$ cat src/rtl/shift_out_pkg.sv
// Shared types and constants for the 4-bit serial transmitter.
// Frame: start bit, four data bits LSB first, stop bit.
package shift_out_pkg;

    localparam int DATA_W     = 4;
    localparam int FRAME_BITS = 6;

    typedef enum logic [1:0] {
        IDLE,
        START,
        DATA,
        STOP
    } state_t;

endpackage

$ cat src/rtl/shift_out_4_bit_timer.sv
// Bit-period timer: counts 0..CLKS_PER_BIT-1 and ticks on the last count.
// Held at zero while i_clr is high so every bit starts on a clean count.
module bit_timer #(
    parameter int CLKS_PER_BIT = 4
) (
    input  logic i_clk,
    input  logic i_rst_n,
    input  logic i_clr,
    output logic o_tick
);

    localparam int CW =
        (CLKS_PER_BIT > 1) ? $clog2(CLKS_PER_BIT) : 1;
    localparam logic [CW-1:0] LAST = CW'(CLKS_PER_BIT - 1);

    logic [CW-1:0] cnt;

    assign o_tick = (cnt == LAST) && !i_clr;

    // Free-running count within a bit, wrapping at each bit boundary.
    always_ff @(posedge i_clk or negedge i_rst_n) begin
        if (!i_rst_n) begin
            cnt <= '0;
        end else if (i_clr || o_tick) begin
            cnt <= '0;
        end else begin
            cnt <= cnt + CW'(1);
        end
    end

endmodule

$ cat src/rtl/shift_out_4.sv
// 4-bit parallel-in serial-out transmitter with valid/ready intake.
// All outputs come straight from flops, computed from the next state.
module shift_out_4
    import shift_out_pkg::*;
#(
    parameter int CLKS_PER_BIT = 4
) (
    input  logic              i_clk,
    input  logic              i_rst_n,
    input  logic              i_valid,
    input  logic [DATA_W-1:0] i_d,
    output logic              o_ready,
    output logic              o_sd,
    output logic              o_busy,
    output logic              o_done
);

    localparam logic [1:0] LAST_BIT = 2'(DATA_W - 1);

    state_t            state;
    state_t            state_n;
    logic [DATA_W-1:0] shreg;
    logic [DATA_W-1:0] shreg_n;
    logic [1:0]        idx;
    logic [1:0]        idx_n;
    logic              sd_n;
    logic              done_n;
    logic              tick;
    logic              clr;

    assign clr = (state == IDLE);

    bit_timer #(
        .CLKS_PER_BIT(CLKS_PER_BIT)
    ) u_timer (
        .i_clk  (i_clk),
        .i_rst_n(i_rst_n),
        .i_clr  (clr),
        .o_tick (tick)
    );

    // Next-state, next shift contents and next line level.
    always_comb begin
        state_n = state;
        shreg_n = shreg;
        idx_n   = idx;
        sd_n    = o_sd;
        done_n  = 1'b0;
        unique case (state)
            IDLE: begin
                sd_n = 1'b1;
                if (i_valid) begin
                    state_n = START;
                    shreg_n = i_d;
                    idx_n   = 2'd0;
                    sd_n    = 1'b0;
                end
            end
            START: begin
                if (tick) begin
                    state_n = DATA;
                    sd_n    = shreg[0];
                end
            end
            DATA: begin
                if (tick) begin
                    shreg_n = {1'b0, shreg[DATA_W-1:1]};
                    if (idx == LAST_BIT) begin
                        state_n = STOP;
                        sd_n    = 1'b1;
                    end else begin
                        idx_n = idx + 2'd1;
                        sd_n  = shreg[1];
                    end
                end
            end
            STOP: begin
                if (tick) begin
                    state_n = IDLE;
                    done_n  = 1'b1;
                    sd_n    = 1'b1;
                end
            end
            default: begin
                state_n = IDLE;
                sd_n    = 1'b1;
            end
        endcase
    end

    // State, datapath and registered outputs.
    always_ff @(posedge i_clk or negedge i_rst_n) begin
        if (!i_rst_n) begin
            state   <= IDLE;
            shreg   <= '0;
            idx     <= 2'd0;
            o_sd    <= 1'b1;
            o_ready <= 1'b1;
            o_busy  <= 1'b0;
            o_done  <= 1'b0;
        end else begin
            state   <= state_n;
            shreg   <= shreg_n;
            idx     <= idx_n;
            o_sd    <= sd_n;
            o_ready <= (state_n == IDLE);
            o_busy  <= (state_n != IDLE);
            o_done  <= done_n;
        end
    end

endmodule

$ cat config.mk
export PLATFORM = sky130hd
export DESIGN_NAME = shift_out_4
export DESIGN_NICKNAME = d
export VERILOG_FILES = /design/src/rtl/shift_out_pkg.sv /design/src/rtl/shift_out_4_bit_timer.sv /design/src/rtl/shift_out_4.sv
export SDC_FILE = /design/constraint.sdc
export NUM_CORES = 1
export LEC_CHECK = 0
export BUFFER_PORTS_ARGS = -buffer_cell sky130_fd_sc_hd__buf_2
export CAP_MARGIN = 20
export CORE_ASPECT_RATIO = 1.1
export CORE_MARGIN = 3
export CORE_UTILIZATION = 35
export DETAILED_ROUTE_END_ITERATION = 12
export PLACE_DENSITY = 0.5
export SLEW_MARGIN = 25
export SYNTH_ARGS = -nofsm -noshare
export SYNTH_HDL_FRONTEND = slang
export SYNTH_SLANG_ARGS = --single-unit
$ cat constraint.sdc
create_clock -name i_clk -period 1.7 [get_ports i_clk]
set_input_delay 0.51 -clock i_clk [delete_from_list [all_inputs] [get_ports i_clk]]
set_output_delay 0.51 -clock i_clk [all_outputs]
set_load 0.01 [all_outputs]
# Word level (Yosys, flattened, before mapping)
# Index checks and enable logic that the tools add are counted.
totals:
  register_bits: 14
  out_inout_bits: 4
  elab_cells: 52
  input_bits: 7
classes:
  n_mux: 22
  addsub: 2
  eq_ne: 10
  n_reduce_logical: 10
op_table:
  columns: ["op", "count"]
  rows:
  - ["2-bit two-way mux", 9]
  - ["2-bit equality test (second input constant)", 4]
  - ["4-bit two-way mux", 2]
  - ["2-bit one-hot mux with 4 select lines", 1]
  - ["4-bit one-hot mux with 2 select lines", 1]
  - ["1-bit two-way mux", 7]
  - ["2-bit by 1-bit inequality test with 1-bit output (second input constant)", 3]
  - ["3-bit AND reduction", 2]
  - ["2-bit by 1-bit adder with 2-bit output (second input constant)", 2]
  - ["2-bit zero test", 2]
  - ["2-bit inequality test (second input constant)", 2]
  - ["1-bit one-hot mux with 4 select lines", 1]
  - ["2-bit one-hot mux with 2 select lines", 1]
  - ["4-bit AND reduction", 1]
  - ["2-bit nonzero test", 2]
  - ["2-bit by 1-bit equality test with 1-bit output (second input constant)", 1]
  - ["1-bit logical AND", 1]
  - ["1-bit zero test", 1]
  - ["1-bit logical OR", 1]

# Logic depth before layout (Yosys ltp)
depth:
  word_depth: 6
  mapped_depth: 5
  mapped_depth_nobuf: 4

# Modules after synthesis
# A second synthesis with hierarchy kept.
unflattened:
  cells_unflattened: 59
  hier_area_um2: 699.4
modules_own_cells:
  columns: ["mod", "area_per_inst_um2", "cells_per_inst", "n_inst", "seq_area_each_um2"]
  rows:
  - ["shift_out_4", 613.1, 53, 1, 302.8]
  - ["bit_timer", 86.3, 6, 1, 50.0]

# Least setup slack after synthesis
# No wires, ideal clock.
synth_timing:
  kind: "in2reg"
  startpoint: "input port i_valid"
  endpoint: "register shreg[0]"
  n_path_buf: 0
  required_ns: 1.575
  arrival_ns: 1.173
  path_slack_ns: 0.402
  cell_stages: 3
  setup_ns: 0.125
  cell_sequence: "nand2b_1 > a21oi_1 > mux2_2"
synth_between:
  elab_chain_cells: 2
synth_rtl:
  columns: ["item", "line", "rtl"]
  rows:
  - ["from (decl)", "shift_out_4.sv:10", "input logic i_valid,"]
  - ["2-bit inequality test (no line)", null, null]
  - ["3-bit AND reduction (no line)", null, null]
  - ["to (signal assigned)", "shift_out_4.sv:103", "shreg <= shreg_n;"]
  - ["to (decl)", "shift_out_4.sv:22", "logic [DATA_W-1:0] shreg;"]
# No other way between the ends.
# A chain may end at the register's enable or synchronous reset.

# Worst setup path after layout
layout_timing:
  startpoint: "register o_sd"
  endpoint: "output port o_sd"
layout_rtl:
  columns: ["item", "line", "rtl"]
  rows:
  - ["from (decl)", "shift_out_4.sv:13", "output logic o_sd,"]
  - ["from (signal assigned)", "shift_out_4.sv:105", "o_sd <= sd_n;"]
# No word-level cell between the ends.

==> flow_summary.ini <==
[run_status]
status = finished, final reports clean

[pwr]
switching_share_pct = 34.4
intPower_w = 0.000941
p_seq_share_pct = 40.8
power_frac_comb_pct = 42.3
leakage_nw = 0.369
power_density_nw_per_um2 = 1750
power_frac_clock_pct = 16.8
total_power_w = 0.00144
p_sw_w = 0.000494
worst_ir_drop_vdd_mv = 0.721

[clock_network]
cts.path.max_buffers = 2
htree_levels = 1
root_buffer = clkbuf_4
cts_buffers = 3
path_clk_slew_ps = 90
clock_latency_ps = 280
postCtsResizedCells = 0
clock-sinks = 14
cts_setup_buffers = 0
cts_tree = done
cts_hold_buf = 0

[final_layout]
area_delta_synth_final_pct = 18.3
drive_gt1_share_pct = 35.9
antenna_cells = 0
layout_commonest_cell = dfrtp_1
mostFrequentLayoutCells = dfrtp_1, buf_2, mux2_2
fin_nets = 88
nFillCells = 188

[yosys]
ys_types = 28
seq_area_frac_synth_pct = 51.0
yosys_warnings = 0
ys_ff_latch = 14
postSynthCellCount = 63
postSynthNetCount = 72
synth_area_um2 = 692
avgSynthCellArea_um2 = 11.0

[global_routing]
globalRouteOverflowTotal = 0
grt_pass1_wl_um = 2150
grt_pass1_vias = 491
grt_max_degree = 15
track_usage_pct = 11.5
antenna_found_initial = 0

[run]
drv_cap = 0

[critical_path]
cp.required_ps = 1190
max_stage_delay_ps = 540
cp_max_fo = 3
worstReg2RegStart = state[1]
startpoint_type = flop
crit_chain = buf_2
cp_num_buf_inv = 1
crit_arrival_ps = 940
worst_setup_path_end_kind = output port
path_delay_family = flip-flops
critPathSlowestCell = dfstp_2
startpoint = o_sd
crit_type = reg2out

[detailed_routing]
ant_nets = 0
dr.pass1.iters = 4
wl_per_cell_um = 11.9
wirelength_um = 1250
drt-initial-drc-count = 2
vias = 498
viasPerCell = 4.74
drc = 0

[timing]
rsz0062_at_grt = false
max_freq_mhz = 687
clock_skew_ps = 3.59
fin_ws_ps = 245
hold_viol = 0
tightest_slew_ps = 309
tns_ps = 0
relSlewSlack_pct = 79.4
setup_violations = 0
fin_crit_ps = 1450
slew_violations = 0
finalCritPeriodShare_pct = 85.6

[placement]
gp_congestion = 0.706
hpwl_um = 912
dp_slack_ps = 180
port_buffers = 10

[floorplanning]
start_util_pct = 38.0
num_rows = 16
die_h_um = 52.6
die_area_um2 = 2550
core_area_um2 = 1820
io_pins = 11
fp.dieW_um = 48.4

[min_path]
hold_class = in2async
[stage by stage]
stage / cell area [µm²] / utilization, % / hold slack [ps] / std cells
after CTS: 818 / 44.9 / 111 / 105
after global placement: 782 / 42.9 / 428 / 101
after detailed placement: 782 / 42.9 / 427 / 101
final: 818 / 44.9 / 103 / 105
after global routing: 818 / 44.9 / 116 / 105
after floorplan: 692 / - / 214 / 63
[layer usage]
metal / GRT usage, % / vias up / wire length [µm]
met1: 13.5 / 232 / 568
met3: 3.42 / 4 / 54
met4: 7.11 / 0 / 20
met5: 0 / - / 0
met2: 18.6 / 13 / 605
li1: - / 249 / -
[state kept, by name (all words and copies together) (netlist names)]
| signal | cells |
|---|---|
| shreg | 4 |
| u_timer.cnt | 2 |
| o_sd | 1 |
| o_ready | 1 |
| idx | 2 |
| state | 2 |
| o_busy | 1 |
| o_done | 1 |
[power by group through the flow]
| stage | Sequential, W | Combinational, W | Clock (W) |
|---|---|---|---|
| 2_1_floorplan | 0.000592 | 0.000458 | 0 |
| 3_3_place_gp | 0.000597 | 0.000606 | 0 |
| 3_5_place_dp | 0.000594 | 0.000615 | 0 |
| 4_1_cts | 0.000589 | 0.000616 | 0.000254 |
| 5_1_grt | 0.000609 | 0.000690 | 0.000269 |
| 6_report | 0.000586 | 0.000608 | 0.000242 |
[area by class of cell]
cell class / count / area, µm² / area share, %
clock buffers: 4 / 36.3 / 4.43
inverters: 3 / 11.3 / 1.38
multi-input cells: 43 / 304 / 37.2
flip-flops and latches: 14 / 353 / 43.1
well taps: 27 / 33.8 / 4.13
repair buffers: 14 / 80.1 / 9.79
[cell families after synthesis]
family / after synthesis / synth area share [%]
DFF: 14 / 51.0
adders and majority gates: 2 / 3.62
and+or+nand+nor: 21 / 17.4
xor gates and xnor gates: 1 / 1.27
muxes: 7 / 11.2
AOI/OAI and AO/OA: 12 / 10.5
buffers and inverters: 6 / 5.06
[synth_stat cells]
library cell | instances | area, µm²
nor2b_2 | 1 | 8.76
nor3_1 | 1 | 5.00
o21ai_0 | 5 | 25.0
a21oi_1 | 2 | 10.0
buf_4 | 1 | 7.51
or4b_1 | 1 | 10.0
a31oi_1 | 1 | 6.26
buf_2 | 1 | 5.00
inv_1 | 3 | 11.3
mux2i_1 | 1 | 10.0
nand3_1 | 2 | 10.0
nand2_4 | 1 | 11.3
nand2b_1 | 2 | 12.5
xnor2_1 | 1 | 8.76
dfstp_2 | 2 | 52.6
nor4_1 | 1 | 6.26
buf_6 | 1 | 11.3
mux2_2 | 6 | 67.6
a2bb2oi_1 | 1 | 8.76
and3_1 | 1 | 6.26
dfrtp_1 | 12 | 300
o211ai_1 | 2 | 15.0
o21a_1 | 1 | 7.51
nor3b_1 | 1 | 7.51
nor2_1 | 3 | 11.3
nor2b_1 | 2 | 12.5
ha_1 | 2 | 25.0
nand2_1 | 5 | 18.8
[path summary, 6_finish.rpt]
check	to	slack (ps)	cells past startpoint
setup reg to reg	shreg[1]	280	3
min in group i_clk	u_timer.cnt[0]	450	1
hold / removal	idx[1]	100	1
hold reg to reg	u_timer.cnt[0]	450	1
setup / recovery	o_sd	250	1
max in group asynchronous	o_sd	1310	1
Note: power is estimated with default switching activity, not from simulation.
